<file path="src/rtl/pc_fetch_unit_if.sv">
// Instruction-memory port: valid/ready fetch request, valid-only response.
// master = fetch unit, slave = instruction memory.
interface pc_fetch_unit_if;
  logic        imem_req_valid;
  logic        imem_req_ready;
  logic [31:0] imem_addr;
  logic        imem_rsp_valid;
  logic [31:0] imem_rdata;

  modport master (
    output imem_req_valid, imem_addr,
    input  imem_req_ready, imem_rsp_valid, imem_rdata
  );

  modport slave (
    input  imem_req_valid, imem_addr,
    output imem_req_ready, imem_rsp_valid, imem_rdata
  );
endinterface

</file>
<file path="src/rtl/pc_fetch_unit.sv">
// PC register + fetch sequencer: IDLE -> REQ -> WAIT -> EXEC -> REQ ..., HALT on fault.
// Optional response timeout: define FETCH_TIMEOUT_EN.
module pc_fetch_unit #(
  parameter logic [31:0] RESET_PC = 32'h0000_0000,
  parameter int unsigned MAX_WAIT = 16
) (
  input  logic                   clk,
  input  logic                   rst_n,
  input  logic [31:0]            PC_data,
  input  logic                   stall,
  pc_fetch_unit_if.master        imem,
  output logic [31:0]            instr,
  output logic                   instr_valid,
  output logic [31:0]            PC,
  output logic [31:0]            PC_plus4,
  output logic                   misaligned,
  output logic                   fetch_timeout
);
  localparam logic [31:0] NOP = 32'h0000_0013;

  typedef enum logic [2:0] {S_IDLE, S_REQ, S_WAIT, S_EXEC, S_HALT} state_t;

  state_t      state_q;
  logic [31:0] pc_q, instr_q;
  logic        req_vld_q, instr_vld_q, misal_q;
  logic        pc_ok_d;

  assign pc_ok_d = (PC_data[1:0] == 2'b00);

`ifdef FETCH_TIMEOUT_EN
  localparam int CNT_W = $clog2(MAX_WAIT + 1);
  logic [CNT_W-1:0] wait_cnt_q;
  logic             timeout_q;
`else
  logic unused_max_wait;
  assign unused_max_wait = (MAX_WAIT != 0);
`endif

  always_ff @(posedge clk or negedge rst_n) begin
    if (!rst_n) begin
      state_q     <= S_IDLE;
      pc_q        <= RESET_PC;
      instr_q     <= NOP;
      req_vld_q   <= 1'b0;
      instr_vld_q <= 1'b0;
      misal_q     <= 1'b0;
`ifdef FETCH_TIMEOUT_EN
      wait_cnt_q  <= '0;
      timeout_q   <= 1'b0;
`endif
    end else begin
      case (state_q)
        S_IDLE: begin
          state_q   <= S_REQ;
          req_vld_q <= 1'b1;
        end
        S_REQ: begin
          if (imem.imem_req_ready) begin
            state_q   <= S_WAIT;
            req_vld_q <= 1'b0;
`ifdef FETCH_TIMEOUT_EN
            wait_cnt_q <= '0;
`endif
          end
        end
        // A response arriving on the final counted cycle still wins over the timeout.
        S_WAIT: begin
          if (imem.imem_rsp_valid) begin
            instr_q     <= imem.imem_rdata;
            instr_vld_q <= 1'b1;
            state_q     <= S_EXEC;
          end
`ifdef FETCH_TIMEOUT_EN
          else if (wait_cnt_q == CNT_W'(MAX_WAIT - 1)) begin
            timeout_q <= 1'b1;
            state_q   <= S_HALT;
          end else begin
            wait_cnt_q <= wait_cnt_q + 1'b1;
          end
`endif
        end
        S_EXEC: begin
          if (!stall) begin
            instr_vld_q <= 1'b0;
            if (pc_ok_d) begin
              pc_q      <= PC_data;
              req_vld_q <= 1'b1;
              state_q   <= S_REQ;
            end else begin
              misal_q <= 1'b1;
              state_q <= S_HALT;
            end
          end
        end
        S_HALT:  state_q <= S_HALT;
        default: state_q <= S_HALT;
      endcase
    end
  end

  assign imem.imem_req_valid = req_vld_q;
  assign imem.imem_addr      = pc_q;
  assign PC                  = pc_q;
  assign PC_plus4            = pc_q + 32'd4;
  assign instr               = instr_q;
  assign instr_valid         = instr_vld_q;
  assign misaligned          = misal_q;
`ifdef FETCH_TIMEOUT_EN
  assign fetch_timeout       = timeout_q;
`else
  assign fetch_timeout       = 1'b0;
`endif
endmodule

</file>
<file path="src/flat_wrapper.sv">
// flat-port wrapper written by rule: the top's interface ports become plain ports
module pc_fetch_unit_flat 
#(
  parameter logic [31:0] RESET_PC = 32'h0000_0000,
  parameter int unsigned MAX_WAIT = 16
)
  (clk, rst_n, PC_data, stall, instr, instr_valid, PC, PC_plus4, misaligned, fetch_timeout, imem_imem_req_valid, imem_imem_addr, imem_imem_req_ready, imem_imem_rsp_valid, imem_imem_rdata);
  pc_fetch_unit_if imem_i ();
  input  logic clk;
  input  logic rst_n;
  input  logic [31:0] PC_data;
  input  logic stall;
  output logic [31:0] instr;
  output logic instr_valid;
  output logic [31:0] PC;
  output logic [31:0] PC_plus4;
  output logic misaligned;
  output logic fetch_timeout;
  output wire logic [$bits(imem_i.imem_req_valid)-1:0] imem_imem_req_valid;
  output wire logic [$bits(imem_i.imem_addr)-1:0] imem_imem_addr;
  input wire logic [$bits(imem_i.imem_req_ready)-1:0] imem_imem_req_ready;
  input wire logic [$bits(imem_i.imem_rsp_valid)-1:0] imem_imem_rsp_valid;
  input wire logic [$bits(imem_i.imem_rdata)-1:0] imem_imem_rdata;
  assign imem_imem_req_valid = imem_i.imem_req_valid;
  assign imem_imem_addr = imem_i.imem_addr;
  assign imem_i.imem_req_ready = imem_imem_req_ready;
  assign imem_i.imem_rsp_valid = imem_imem_rsp_valid;
  assign imem_i.imem_rdata = imem_imem_rdata;
  pc_fetch_unit #(.RESET_PC(RESET_PC), .MAX_WAIT(MAX_WAIT)) u_core (.clk(clk), .rst_n(rst_n), .PC_data(PC_data), .stall(stall), .imem(imem_i), .instr(instr), .instr_valid(instr_valid), .PC(PC), .PC_plus4(PC_plus4), .misaligned(misaligned), .fetch_timeout(fetch_timeout));
endmodule
</file>
<file path="config.mk">
export PLATFORM = sky130hd
export DESIGN_NAME = pc_fetch_unit_flat
export DESIGN_NICKNAME = d
export VERILOG_FILES = /design/src/rtl/pc_fetch_unit_if.sv /design/src/rtl/pc_fetch_unit.sv /design/src/flat_wrapper.sv
export SDC_FILE = /design/constraint.sdc
export NUM_CORES = 1
export LEC_CHECK = 0
export BUFFER_PORTS_ARGS = -buffer_cell sky130_fd_sc_hd__buf_2
export CAP_MARGIN = 10
export CORE_ASPECT_RATIO = 1.5
export CORE_MARGIN = 4
export CORE_UTILIZATION = 30
export CTS_CLUSTER_DIAMETER = 50
export DETAILED_ROUTE_END_ITERATION = 10
export SYNTH_ARGS = -nofsm -noshare
export SYNTH_HDL_FRONTEND = slang
export SYNTH_SLANG_ARGS = --single-unit
</file>
<file path="constraint.sdc">
create_clock -name clk -period 4.75 [get_ports clk]
set_input_delay 0.475 -clock clk [delete_from_list [all_inputs] [get_ports clk]]
set_output_delay 0.475 -clock clk [all_outputs]
set_load 0.005 [all_outputs]
</file>
# After elaboration in Yosys (flattened, before gate mapping)
# Cells that the tools add are included.
dict set report totals {
  reg_bits 70
  inputBits 69
  output_inout_bits 132
  wordCells 38
}
dict set report classes {
  n_eq_ne 7
  n_addsub 1
  n_bitwise 2
  n_mux 12
  n_reduce_logical 10
}
# op count
set op_table {}
lappend op_table {{adder 32 x 3 -> 32 bit (second input constant)} 1}
lappend op_table {{2-to-1 mux 3 bit} 4}
lappend op_table {{one-hot mux 3 bit (4 select lines)} 1}
lappend op_table {{AND reduction 3 bit} 4}
lappend op_table {{equality test 3 x 2 -> 1 bit (second input constant)} 2}
lappend op_table {{!= test 2 bit (second input constant)} 3}
lappend op_table {{2-to-1 mux 1 bit} 5}
lappend op_table {{AND reduction 4 bit} 1}
lappend op_table {{equality test 3 x 1 -> 1 bit (second input constant)} 1}
lappend op_table {{zero test 3 bit} 1}
lappend op_table {{one-hot mux 1 bit (3 select lines)} 1}
lappend op_table {{nonzero test 3 bit} 1}
lappend op_table {{zero test 2 bit} 1}
lappend op_table {{!= test 2 x 1 -> 1 bit (second input constant)} 1}
lappend op_table {{NOT 1 bit} 2}
lappend op_table {{one-hot mux 1 bit (2 select lines)} 1}
lappend op_table {{AND reduction 2 bit} 1}
lappend op_table {{nonzero test 2 bit} 1}

# Logic depth before layout (Yosys ltp)
dict set report depth {
  word_depth 4
  mapped_depth 5
  ltp_nobuf 5
}

# Least setup slack after synthesis
# No wires, ideal clock.
dict set report synth_timing {
  kind {input to register}
  start {input port PC_data[1]}
  end {register u_core.pc_q[10], in the netlist u_core.PC[10]}
  setup_time_ps 125
  path_buffers 2
  arrival_time_ps 1891
  stages 5
  t_required_ps 4625
  setup_slack_ps 2733
  path_cell_list {or4b_1 > or3_1 > buf_6 > buf_12 > mux2_4}
}
dict set report synth_between {
  elab_chain_len 2
}
# element line
set synth_lines {}
lappend synth_lines {{start, declared} flat_wrapper.sv:11} ;# input logic [31:0] PC_data;
lappend synth_lines {{zero test 2 bit} pc_fetch_unit.sv:28} ;# assign pc_ok_d = (PC_data[1:0] == 2'b00);
lappend synth_lines {{AND reduction 3 bit (no source line)} n/a}
lappend synth_lines {{end signal, assigned} pc_fetch_unit.sv:86} ;# pc_q <= PC_data;
lappend synth_lines {{end, declared} pc_fetch_unit.sv:24} ;# logic [31:0] pc_q, instr_q;
# No other way between the ends.
# A chain may end at the register's enable or synchronous reset.

# Worst setup path after layout
dict set report layout_timing {
  start {register u_core.pc_q[2], in the netlist u_core.PC[2]}
  end {output port PC_plus4[22]}
}
dict set report layout_between {
  elab_chain_len 1
}
# element line
set layout_lines {}
lappend layout_lines {{adder 32 x 3 -> 32 bit} pc_fetch_unit.sv:104} ;# assign PC_plus4 = pc_q + 32'd4;
lappend layout_lines {{end, declared} flat_wrapper.sv:16} ;# output logic [31:0] PC_plus4;
# No other way between the ends.

==> results_tabular.tex <==
\begin{tabular}{lr}
\hline
Metric & Value \\
\hline
\multicolumn{2}{l}{\textbf{Logic synthesis}} \\
\quad Number of synthesized register bits & 70 \\
\quad Synth area leader & sky130\_fd\_sc\_hd\_\_dfrtp\_1 \\
\quad Number of enable flip-flop cells after synthesis & 0 \\
\quad Number of nets produced by synthesis & about 360 \\
\quad Top cells by area in the synthesized netlist & sky130\_fd\_sc\_hd\_\_dfrtp\_1 47\%, sky130\_fd\_sc\_hd\_\_mux2\_4 12\%, sky130\_fd\_sc\_hd\_\_mux2\_2 11\% \\
\quad Top cell type's share of synthesized area & between 40 and 50\% \\
\quad Post-synth design cell area & 0.00360 mm2 \\
\quad Number of distinct library cell variants in the gate-level netlist after synthesis & 32 \\
\quad Synthesis warning total & 0 \\
\quad Ys async rst share & 100\% \\
\quad Most frequently used flop master after synthesis & sky130\_fd\_sc\_hd\_\_dfrtp\_1 \\
\quad Average cell area after synthesis & 12.6 um2 \\
\quad Gate Count Post-Synth & 286 \\
\quad Share of synthesized area occupied by flip-flops and latches & around half \\
\multicolumn{2}{l}{\textbf{Die}} \\
\quad Initial cell density of the core & 30.9\% \\
\quad Area of the die & 0.0138 mm2 \\
\quad IO Count & around 200 \\
\quad Row count & between 40 and 50 \\
\quad Chip Height & around 140 um \\
\quad Core ar. & 0.0117 mm2 \\
\quad Die Span X & about 97 um \\
\multicolumn{2}{l}{\textbf{STA}} \\
\quad Total negative slack & 0 ns \\
\quad Final Setup Violations & 0 \\
\quad Final count of pins violating max slew & 0 \\
\quad Headroom to the max-slew limit & between 30\% and 40\% \\
\quad Minimum clock period after layout & 2.91 ns \\
\quad Final setup skew & approximately 0.0060 ns \\
\quad Maximum achievable frequency & 344 MHz \\
\quad Final Hold Violating Endpoints & 0 \\
\quad RSZ-0062 raised after global routing & no \\
\quad Pin slew with the least headroom to its limit & a little over 1 ns \\
\quad Final worst slack & about 1.8 ns \\
\quad Crit share post-route & 61.2\% \\
\multicolumn{2}{l}{\textbf{Worst setup path}} \\
\quad Crit Path Category & reg2out \\
\quad Arrival @ worst endpoint & between 2 and 2.5 ns \\
\quad Required time of the critical path & roughly 4.3 ns \\
\quad Worst setup EP type & output pin \\
\quad Maximum net fanout on the critical path & 9 \\
\quad Kind of start point of the critical path & flip-flop \\
\multicolumn{2}{l}{\textbf{Finish}} \\
\quad Area taken by flip-flops and latches & 0.00176 mm2 \\
\quad Footprint of the multi-input gates & approximately 0.0015 mm2 \\
\quad Net count reported at finish & about 520 \\
\quad Diode count & 0 \\
\quad Leading cell type in the layout, fill and taps excluded & sky130\_fd\_sc\_hd\_\_buf\_2 \\
\quad Leading cell types in the layout, fill and taps excluded & 198 x sky130\_fd\_sc\_hd\_\_buf\_2, 67 x sky130\_fd\_sc\_hd\_\_dfrtp\_1, 34 x sky130\_fd\_sc\_hd\_\_mux2\_2 \\
\quad Share of layout cells above drive strength 1 & 61.9\% \\
\quad Area growth, synth to finish & 31.3\% \\
\quad Filler instances & 1188 \\
\multicolumn{2}{l}{\textbf{Clocking}} \\
\quad Num CTS Buffers & 9 \\
\quad Clock buffer depth & 2 \\
\quad Insertion delay to the later sink of the worst-skew pair & around 0.32 ns \\
\quad Number of levels in the clock H-tree & 3 \\
\quad Clock-pin slew on the worst setup and hold paths & 0.06 ns \\
\quad Num Clock Sinks & 70 \\
\quad Post\_cts resized & 0 \\
\quad TritonCTS clock tree & done \\
\quad Cell at the root of the clock tree & sky130\_fd\_sc\_hd\_\_clkbuf\_16 \\
\quad Number of setup buffers added after CTS & 0 \\
\quad Hold buffers post-CTS & 0 \\
\multicolumn{2}{l}{\textbf{Placed design}} \\
\quad Final weighted congestion in routability-driven placement & between 0.7 and 0.8 \\
\quad Count of input and output buffers & just under 200 \\
\quad DP Worst Slack & approximately 2.2 ns \\
\quad DP HPWL & just under 7000 um \\
\multicolumn{2}{l}{\textbf{Route}} \\
\quad Number of remaining DRC errors & 0 \\
\quad DRT met1 WL & between 3000 and 4000 um \\
\quad Residual antenna-violating net count after detailed routing & 0 \\
\quad Count of vias placed by the detailed router & 2757 \\
\quad Top routing layer used & met5 \\
\quad Violation count after the first detailed-routing iteration & 57 \\
\quad Average wire length per cell after detail routing & around 15 um \\
\quad Routed length on met2 & about 4700 um \\
\quad DR WL met3 & about 850 um \\
\quad Routed Wire Length & $\sim$9000 um \\
\quad TritonRoute pass-1 iters & 4 \\
\quad Number of vias per cell & around 4.5 \\
\multicolumn{2}{l}{\textbf{GRT}} \\
\quad Global-route wire length before repair & 14800 um \\
\quad Largest net degree at the start of global routing & 71 \\
\quad Overall Global Routing Usage & between 10\% and 20\% \\
\quad Via count of the first global-routing pass & 2983 \\
\quad Antenna violations before repair & 1 \\
\quad Leftover overflow at the end of global routing & 0 \\
\multicolumn{2}{l}{\textbf{Power and ir drop}} \\
\quad Power density normalized to cell area & around 550 mW/mm2 \\
\quad Pleak & around 2.6 nW \\
\quad Worst vdd ir & $\sim$0.28 mV \\
\multicolumn{2}{l}{\textbf{Run status}} \\
\quad Outcome & complete, no violations \\
\multicolumn{2}{l}{\textbf{Worst hold path}} \\
\quad Worst hold path type & in2async \\
\multicolumn{2}{l}{\textbf{Flow run}} \\
\quad Max capacitance violation total & 0 \\
\hline
\end{tabular}
[Yosys cell counts (all sizes together) (2+ instances only)]
master,n
nand4,12
nand3,15
xnor2,21
nor2b,2
xor2,7
nor4,3
inv,6
a21o,2
nand2,8
buf,42
a21oi,3
dfstp,3
o21ai,3
o31ai,2
mux2,62
dfrtp,67
and2,4
nor2,11
and3,4
nor3,3
[worst paths after layout]
path                                   start                 to  slack (ns)  depth (start not counted)
min                                    rst_n       u_core.PC[7]        0.28                          1
min in group clk                  PC_data[2]       u_core.PC[2]        0.38                          2
max                             u_core.PC[2]       PC_plus4[22]        1.84                          6
max in group asynchronous              rst_n      u_core.PC[28]        3.86                          1
max reg2reg                u_core.state_q[0]      u_core.PC[28]        2.40                          3
min reg2reg                u_core.misaligned  u_core.misaligned        0.45                          1
[logic make-up after synthesis]
family          after synthesis  synth area share (%)
compound gates               10                  1.67
fa+ha+maj                     1                 0.348
simple gates                 65                  9.63
flops                        70                  48.8
mux                          62                  22.3
xor+xnor                     28                  6.82
buf+inv                      49                  10.3
other cells                   1                 0.104
[registers in the layout, summed over array words and instances, names as in the netlist]
name                        cells
u_core.PC                      32
u_core.imem.imem_req_valid      1
u_core.instr                   32
u_core.instr_valid              1
u_core.misaligned               1
u_core.state_q                  3
[report_power, final]
group	switching, mW	leakage (nW)	internal, mW
combinational	0.330	1.59	0.564
sequential	0.243	0.898	0.837
clock	0.253	0.130	0.364
[per-stage QoR]
stage / cell area [um2] / instances / util, % / power [mW] / hold WS, ns
final: 4720 / 609 / 40.5 / 2.59 / 0.277
after CTS: 4720 / 609 / 40.5 / 2.64 / 0.323
after detailed placement: 4450 / 593 / 38.2 / 2.00 / 0.440
after floorplan: 3600 / 286 / - / 1.60 / 0.179
after global routing: 4720 / 609 / 40.5 / 2.78 / 0.367
after global placement: 4450 / 593 / 38.2 / 1.98 / 0.439
[metal layers]
layer	track usage (%)	vias up
li1	-	1298
met1	13.8	1327
met2	23.6	123
met3	5.05	7
met4	4.60	2
met5	0	-
[worst max-delay path: stages, from the launching register on]
cell                      delay (ns)
sky130_fd_sc_hd__dfrtp_1        0.43
sky130_fd_sc_hd__ha_1           0.24
sky130_fd_sc_hd__nand4_1        0.18
sky130_fd_sc_hd__nor2_1         0.68
sky130_fd_sc_hd__nand4_1        0.21
sky130_fd_sc_hd__xnor2_1        0.22
sky130_fd_sc_hd__buf_2          0.14
[layout make-up]
| type | instances | share of cell area (%) |
|---|---|---|
| clock buffers | 10 | 5.06 |
| clock inverters | 6 | 0.795 |
| inverters | 6 | 0.477 |
| multi-input cells | 167 | 31.2 |
| flip-flops and latches | 70 | 37.2 |
| well taps | 150 | 3.97 |
| repair buffers | 200 | 21.3 |
No activity file was read; power rests on OpenSTA's default activity.
